### src/rtl/rv32_instr_fetch_if.sv
// Bus bundle for the fetch stage: instruction-memory request/response,
// redirect from branch resolution, and the decode-facing entry stream.
interface rv32_instr_fetch_if;
    logic        imem_req_valid;
    logic        imem_req_ready;
    logic [31:0] imem_req_addr;
    logic        imem_rsp_valid;
    logic [31:0] imem_rsp_data;
    logic        redirect_valid;
    logic [31:0] redirect_pc;
    logic        out_valid;
    logic        out_ready;
    logic [31:0] out_instr;
    logic [31:0] out_pc;
    logic        out_fault;

    // fetch stage side
    modport master (
        output imem_req_valid, imem_req_addr,
        output out_valid, out_instr, out_pc, out_fault,
        input  imem_req_ready, imem_rsp_valid, imem_rsp_data,
        input  redirect_valid, redirect_pc, out_ready
    );

    // memory / redirect source / decode side
    modport slave (
        input  imem_req_valid, imem_req_addr,
        input  out_valid, out_instr, out_pc, out_fault,
        output imem_req_ready, imem_rsp_valid, imem_rsp_data,
        output redirect_valid, redirect_pc, out_ready
    );
endinterface

### src/rtl/rv32_instr_fetch.sv
// In-order RV32 instruction fetch: owns the PC, issues word requests,
// buffers {pc, instr} responses and hands them to decode. Redirects flush
// buffered work and drop stale in-flight responses; misaligned targets
// produce a single fault-marker entry.
//
// state       | meaning
// ------------+------------------------------------------------------------
// S_RUN       | normal fetch, requests issued while credit is available
// S_FLT_DRAIN | misaligned redirect seen, waiting for stale responses to drain
// S_FLT_HOLD  | fault marker pushed, idle until the next redirect
module rv32_instr_fetch #(
    parameter logic [31:0] RESET_PC = 32'h0000_0000,
    parameter int          DEPTH    = 2,
    localparam int         CNT_W    = $clog2(DEPTH + 1)
) (
    input logic                clk,
    input logic                rst,
    rv32_instr_fetch_if.master bus
);
    localparam int          PTR_W = $clog2(DEPTH);
    localparam logic [31:0] NOP   = 32'h0000_0013;

    typedef enum logic [1:0] {
        S_RUN       = 2'd0,
        S_FLT_DRAIN = 2'd1,
        S_FLT_HOLD  = 2'd2
    } state_t;

    state_t             state_q, state_d;
    logic [31:0]        pc_q, pc_d;
    logic [31:0]        fault_pc_q, fault_pc_d;
    logic [CNT_W-1:0]   outst_q, outst_d;
    logic [CNT_W-1:0]   drop_q, drop_d;
    logic [CNT_W-1:0]   fcnt_q, fcnt_d;
    logic [PTR_W-1:0]   frd_q, frd_d;
    logic [PTR_W-1:0]   fwr_q, fwr_d;
    logic [PTR_W-1:0]   pqrd_q, pqrd_d;
    logic [PTR_W-1:0]   pqwr_q, pqwr_d;

    logic [31:0]        fifo_pc_q    [DEPTH];
    logic [31:0]        fifo_pc_d    [DEPTH];
    logic [31:0]        fifo_instr_q [DEPTH];
    logic [31:0]        fifo_instr_d [DEPTH];
    logic               fifo_fault_q [DEPTH];
    logic               fifo_fault_d [DEPTH];
    logic [31:0]        pq_q         [DEPTH];
    logic [31:0]        pq_d         [DEPTH];

    logic               out_valid_w;
    logic               pop;
    logic               push;
    logic               req_valid;
    logic               req_fire;
    logic               rsp;
    logic [CNT_W:0]     credit_used;

    assign rsp         = bus.imem_rsp_valid;
    assign out_valid_w = !rst && (fcnt_q != '0);
    assign pop         = out_valid_w && bus.out_ready && !bus.redirect_valid;

    // An entry popped this cycle frees its slot immediately, which is what
    // lets a 1-cycle memory sustain one instruction per cycle with DEPTH=2.
    assign credit_used = {1'b0, outst_q} + {1'b0, fcnt_q} - {{CNT_W{1'b0}}, pop};
    assign req_valid   = !rst && (state_q == S_RUN) && !bus.redirect_valid
                         && (credit_used < (CNT_W+1)'(DEPTH));
    assign req_fire    = req_valid && bus.imem_req_ready;

    assign bus.imem_req_valid = req_valid;
    assign bus.imem_req_addr  = {pc_q[31:2], 2'b00};
    assign bus.out_valid      = out_valid_w;
    assign bus.out_pc         = fifo_pc_q[frd_q];
    assign bus.out_instr      = fifo_instr_q[frd_q];
    assign bus.out_fault      = out_valid_w && fifo_fault_q[frd_q];

    // Next-state for PC, counters, pointers, FSM and buffer contents.
    always_comb begin
        state_d      = state_q;
        pc_d         = pc_q;
        fault_pc_d   = fault_pc_q;
        outst_d      = outst_q;
        drop_d       = drop_q;
        fcnt_d       = fcnt_q;
        frd_d        = frd_q;
        fwr_d        = fwr_q;
        pqrd_d       = pqrd_q;
        pqwr_d       = pqwr_q;
        fifo_pc_d    = fifo_pc_q;
        fifo_instr_d = fifo_instr_q;
        fifo_fault_d = fifo_fault_q;
        pq_d         = pq_q;
        push         = 1'b0;

        if (bus.redirect_valid) begin
            // Requests are masked this cycle, so every outstanding response
            // not returning right now is stale and must be dropped later.
            fcnt_d  = '0;
            frd_d   = '0;
            fwr_d   = '0;
            pqrd_d  = '0;
            pqwr_d  = '0;
            outst_d = outst_q - CNT_W'(rsp);
            drop_d  = outst_q - CNT_W'(rsp);
            if (bus.redirect_pc[1:0] == 2'b00) begin
                pc_d    = bus.redirect_pc;
                state_d = S_RUN;
            end else begin
                fault_pc_d = bus.redirect_pc;
                state_d    = S_FLT_DRAIN;
            end
        end else begin
            if (req_fire) begin
                pq_d[pqwr_q] = pc_q;
                pqwr_d       = pqwr_q + PTR_W'(1);
                pc_d         = pc_q + 32'd4;
            end

            if (rsp) begin
                if (drop_q != '0) begin
                    drop_d = drop_q - CNT_W'(1);
                end else begin
                    push                 = 1'b1;
                    fifo_pc_d[fwr_q]     = pq_q[pqrd_q];
                    fifo_instr_d[fwr_q]  = bus.imem_rsp_data;
                    fifo_fault_d[fwr_q]  = 1'b0;
                    pqrd_d               = pqrd_q + PTR_W'(1);
                end
            end else if (state_q == S_FLT_DRAIN && drop_q == '0) begin
                push                 = 1'b1;
                fifo_pc_d[fwr_q]     = fault_pc_q;
                fifo_instr_d[fwr_q]  = NOP;
                fifo_fault_d[fwr_q]  = 1'b1;
                state_d              = S_FLT_HOLD;
            end

            outst_d = outst_q + CNT_W'(req_fire) - CNT_W'(rsp);
            if (push) begin
                fwr_d = fwr_q + PTR_W'(1);
            end
            if (pop) begin
                frd_d = frd_q + PTR_W'(1);
            end
            fcnt_d = fcnt_q + CNT_W'(push) - CNT_W'(pop);
        end
    end

    // Control registers with synchronous reset; also guards against overflow.
    always_ff @(posedge clk) begin
        if (rst) begin
            state_q    <= S_RUN;
            pc_q       <= RESET_PC;
            fault_pc_q <= '0;
            outst_q    <= '0;
            drop_q     <= '0;
            fcnt_q     <= '0;
            frd_q      <= '0;
            fwr_q      <= '0;
            pqrd_q     <= '0;
            pqwr_q     <= '0;
        end else begin
            assert (!(push && !pop && fcnt_q == CNT_W'(DEPTH)));
            state_q    <= state_d;
            pc_q       <= pc_d;
            fault_pc_q <= fault_pc_d;
            outst_q    <= outst_d;
            drop_q     <= drop_d;
            fcnt_q     <= fcnt_d;
            frd_q      <= frd_d;
            fwr_q      <= fwr_d;
            pqrd_q     <= pqrd_d;
            pqwr_q     <= pqwr_d;
        end
    end

    // Buffer storage; contents are qualified by the counters, so no reset.
    always_ff @(posedge clk) begin
        fifo_pc_q    <= fifo_pc_d;
        fifo_instr_q <= fifo_instr_d;
        fifo_fault_q <= fifo_fault_d;
        pq_q         <= pq_d;
    end
endmodule

### src/flat_wrapper.sv
// flat-port wrapper written by rule: the top's interface ports become plain ports
module rv32_instr_fetch_flat 
#(
    parameter logic [31:0] RESET_PC = 32'h0000_0000,
    parameter int          DEPTH    = 2,
    localparam int         CNT_W    = $clog2(DEPTH + 1)
)
  (clk, rst, bus_imem_req_valid, bus_imem_req_addr, bus_out_valid, bus_out_instr, bus_out_pc, bus_out_fault, bus_imem_req_ready, bus_imem_rsp_valid, bus_imem_rsp_data, bus_redirect_valid, bus_redirect_pc, bus_out_ready);
  rv32_instr_fetch_if bus_i ();
  input logic clk;
  input logic rst;
  output wire logic [$bits(bus_i.imem_req_valid)-1:0] bus_imem_req_valid;
  output wire logic [$bits(bus_i.imem_req_addr)-1:0] bus_imem_req_addr;
  output wire logic [$bits(bus_i.out_valid)-1:0] bus_out_valid;
  output wire logic [$bits(bus_i.out_instr)-1:0] bus_out_instr;
  output wire logic [$bits(bus_i.out_pc)-1:0] bus_out_pc;
  output wire logic [$bits(bus_i.out_fault)-1:0] bus_out_fault;
  input wire logic [$bits(bus_i.imem_req_ready)-1:0] bus_imem_req_ready;
  input wire logic [$bits(bus_i.imem_rsp_valid)-1:0] bus_imem_rsp_valid;
  input wire logic [$bits(bus_i.imem_rsp_data)-1:0] bus_imem_rsp_data;
  input wire logic [$bits(bus_i.redirect_valid)-1:0] bus_redirect_valid;
  input wire logic [$bits(bus_i.redirect_pc)-1:0] bus_redirect_pc;
  input wire logic [$bits(bus_i.out_ready)-1:0] bus_out_ready;
  assign bus_imem_req_valid = bus_i.imem_req_valid;
  assign bus_imem_req_addr = bus_i.imem_req_addr;
  assign bus_out_valid = bus_i.out_valid;
  assign bus_out_instr = bus_i.out_instr;
  assign bus_out_pc = bus_i.out_pc;
  assign bus_out_fault = bus_i.out_fault;
  assign bus_i.imem_req_ready = bus_imem_req_ready;
  assign bus_i.imem_rsp_valid = bus_imem_rsp_valid;
  assign bus_i.imem_rsp_data = bus_imem_rsp_data;
  assign bus_i.redirect_valid = bus_redirect_valid;
  assign bus_i.redirect_pc = bus_redirect_pc;
  assign bus_i.out_ready = bus_out_ready;
  rv32_instr_fetch #(.RESET_PC(RESET_PC), .DEPTH(DEPTH)) u_core (.clk(clk), .rst(rst), .bus(bus_i));
endmodule
### config.mk
export PLATFORM = sky130hd
export DESIGN_NAME = rv32_instr_fetch_flat
export DESIGN_NICKNAME = d
export VERILOG_FILES = /design/src/rtl/rv32_instr_fetch_if.sv /design/src/rtl/rv32_instr_fetch.sv /design/src/flat_wrapper.sv
export SDC_FILE = /design/constraint.sdc
export NUM_CORES = 1
export LEC_CHECK = 0
export ABC_AREA = 1
export BUFFER_PORTS_ARGS = -buffer_cell sky130_fd_sc_hd__buf_4
export CAP_MARGIN = 5
export CELL_PAD_IN_SITES_DETAIL_PLACEMENT = 1
export CELL_PAD_IN_SITES_GLOBAL_PLACEMENT = 1
export CORE_UTILIZATION = 29
export DETAILED_ROUTE_END_ITERATION = 12
export PLACE_DENSITY = 0.67
export SYNTH_ARGS = -nofsm -noshare
export SYNTH_HDL_FRONTEND = slang
export SYNTH_SLANG_ARGS = --single-unit
### constraint.sdc
create_clock -name clk -period 5.5 [get_ports clk]
set_input_delay 0 -clock clk [delete_from_list [all_inputs] [get_ports clk]]
set_output_delay 0 -clock clk [all_outputs]
set_load 0.1 [all_outputs]
==> metrics.md <==
| Metric | Value |
|---|---|
| Status | `finished, final reports clean` |
| Root Driver | `clkbuf_16` |
| Post-layout util | `37.4%` |
| Final setup fails | `0` |
| Finished Layout Cells | `~2200` |
| CP most frequent cell | `buf_4` |
| LEAKAGE | `~0.0065 uW` |
| Flops & latches, synth | `270` |
| CP endpoint kind | `flip-flop` |
| Tot Pwr | `5580 uW` |
| CTS buffer count | `31` |
| Seq/Total Area, Yosys | `57.4%` |
| Number of synthesized flops with an enable pin | `between 150 and 200` |
| Multi-input combinational cell area | `0.00430 mm2` |
| 1st-iter DRT viols | `roughly 520` |
| Final period util | `77.2%` |
| Synth Instances | `~1400` |
| Critical path type | `input pin to flip-flop` |
| Synth cell types | `38` |
| Main synth FF type | `edfxtp_1` |
| Clock skew | `0.0188 ns` |
| F_max | `0.236 GHz` |
| Syn Std Cell Area | `0.0128 mm2` |
| Reg area | `0.00735 mm2` |
| Vias | `10600` |
| Critical-path top delay cell | `inv_2` |
| # port buffers | `166` |
| CP required | `approximately 5.7 ns` |
| Max_cap viols | `0` |
| Syn. warnings | `0` |
| Worst path max stage delay | `0.56 ns` |
| CP arrival | `4.49 ns` |
| RSZ-0062 raised after global routing | `false` |
| Post-CTS Setup Bufs | `0` |
| Drt wl/cell | `approximately 18 um` |
| Die area | `0.0450 mm2` |
| Total wire length | `40400 um` |
| Asr flop ratio synth | `0%` |
| Worst-Margin Slew | `around 1.1 ns` |
| Die Y | `212 um` |
| Synthesized area per cell | `9.01 um2` |
| Initial antenna violation count | `0` |
| Max_slew headroom | `26.9%` |
| TritonCTS clock tree | `done` |
| GR Util All Layers | `17.9%` |
| Slew Viols, Final | `0` |
| Pwr dens | `344 mW/mm2` |
| Commonest non-fill, non-tap cell in the layout | `nand2_1` |
| Post-Place Cells | `2080` |
| Share of layout cells above drive strength 1 | `between 10% and 20%` |
| Met3 WL | `1620 um` |
| Peak supply drop | `0.160 mV` |
| Most frequent cells in the layout | `377 x nand2_1, 194 x edfxtp_1, 180 x buf_4, 158 x inv_1, 93 x o22ai_1` |
| Clock Path Buffers | `3` |
| CTS resizes | `0` |
| Initial Utilization | `29.5%` |
| CTS Sinks | `270` |
| Placer Congestion | `~0.8` |
| Metal2 WL | `slightly below 20000 um` |
| Final Hold Viols | `0` |
| I/O pin cnt | `169` |
| Hold Path Class | `input pin to flip-flop` |
| Startpoint types | `input pin` |
| Core Rows | `76` |
| Hold-fix buffers, CTS | `82` |
| Crit Path Max Fanout | `39` |
| Drc violations | `0` |
| First-pass GRT wire length | `62500 um` |
| Pin count of the biggest net entering global routing | `96` |
| Chip width | `around 210 um` |
| Layout fillers | `5033` |
| N_diodes | `0` |
| Area growth, synth to finish | `26.6%` |
| Detail Placement HPWL | `26600 um` |
| CTS clock-pin slew for the worst setup and hold paths | `0.06 ns` |
| Core area | `0.0434 mm2` |
| DR top layer | `met4` |
| Flop2flop setup slack | `1.80 ns` |
| Final min period | `4.24 ns` |
| Nets | `1688` |
| Crit-path cells | `dlygate4sd3_1, buf_4, inv_2, nand2_4, nor2_1, ha_1, or2_2, fa_1, nor3b_1, nor3b_2, nand3_1, inv_1, buf_4` |
| Vias in the first global route | `11100` |
| Total iterations of the first detailed-routing run | `6` |
| Wire length on met1 | `18300 um` |
| TNS Setup | `0 ns` |
| Gr ovfl total | `0` |
| Via density | `4.78` |
| Skew-Pair Late Insertion Delay | `between 0.5 and 0.6 ns` |
| ANT nets after route | `0` |
| H-tree lvl count | `1` |
per-layer routing:
metal | vias to the layer above | track usage (%)
met3 | 55 | 2.26
met4 | 0 | 4.60
met1 | 5217 | 23.1
met5 | - | 0
li1 | 5122 | -
met2 | 216 | 31.5
power by group:
| part | switching (uW) | leakage, uW | internal [uW] |
|---|---|---|---|
| clock network | 873 | 0.000505 | 1210 |
| logic | 813 | 0.00352 | 277 |
| registers | 94.7 | 0.00243 | 2310 |
worst max-delay path, delay by kind of cell:
| kind | cells | cell delay [ns] |
|---|---|---|
| simple gates | 6 | 1.56 |
| buf+inv | 5 | 2.12 |
| fa+ha+maj | 2 | 0.75 |
cell usage after synthesis, drive strengths merged, types with 2 or more instances:
| library cell | number | area [um2] |
|---|---|---|
| a21oi | 86 | 442 |
| buf | 59 | 389 |
| clkbuf | 49 | 184 |
| clkinv | 2 | 7.51 |
| dfxtp | 76 | 1520 |
| edfxtp | 194 | 5830 |
| ha | 7 | 87.6 |
| inv | 163 | 619 |
| mux2i | 32 | 320 |
| nand2 | 383 | 1460 |
| nand3 | 76 | 393 |
| nand3b | 2 | 15.0 |
| nor2 | 94 | 373 |
| nor3b | 2 | 15.0 |
| o21ai | 87 | 435 |
| o22ai | 93 | 582 |
| or2 | 2 | 12.5 |
| xnor2 | 2 | 17.5 |
| xor2 | 6 | 52.6 |
cells by family after synthesis:
logic type | synth area share, %
AO/OA/AOI/OAI | 11.5
other | 0.0293
adder cells (fa/ha/maj) | 0.840
XOR/XNOR | 0.547
AND/OR/NAND/NOR | 17.8
buffers and inverters | 9.37
multiplexers | 2.50
flip-flops | 57.4
stage by stage:
step | setup WS (ns) | cell area, um2 | hold slack [ns]
CTS | 1.25 | 16200 | 0.284
floorplan | 0.899 | 12800 | 0.145
detailed placement | 1.21 | 14400 | 0.281
finish | 1.26 | 16200 | 0.305
global route | 0.900 | 16200 | 0.323
global placement | 1.34 | 14400 | 0.269
area by class of cell:
| cell class | count | share of cell area [%] |
|---|---|---|
| sequential | 270 | 45.3 |
| multi-input combinational | 880 | 26.5 |
| timing repair buffer | 262 | 13.4 |
| clock buffer | 43 | 5.63 |
| tap | 585 | 4.51 |
| inverter | 165 | 3.87 |
| clock inverter | 15 | 0.748 |
registers in the layout, summed over array words and instances, names as in the netlist, named ones only:
signal / count
u_core.fifo_instr_q: 64
u_core.fifo_pc_q: 64
u_core.pq_q: 64
u_core.fault_pc_q: 32
u_core.pc_q: 32
u_core.drop_q: 2
u_core.fcnt_q: 2
u_core.outst_q: 2
u_core.state_q: 2
u_core.frd_q: 1
u_core.fwr_q: 1
u_core.pqrd_q: 1
u_core.pqwr_q: 1
path summary, 6_finish.rpt:
| kind | startpoint | endpoint | depth (start not counted) |
|---|---|---|---|
| hold reg to reg | u_core.fault_pc_q[31]$_SDFFE_PP0P_ | u_core.fault_pc_q[31]$_SDFFE_PP0P_ | 2 |
| setup reg to reg | u_core.fcnt_q[1]$_SDFF_PP0_ | u_core.pq_q[60]$_DFFE_PP_ | 10 |
| hold / removal | bus_redirect_pc[11] | u_core.pc_q[11]$_SDFFE_PP0P_ | 6 |
| setup / recovery | bus_redirect_valid | u_core.pq_q[60]$_DFFE_PP_ | 13 |
(Power assumes the default switching activity.)
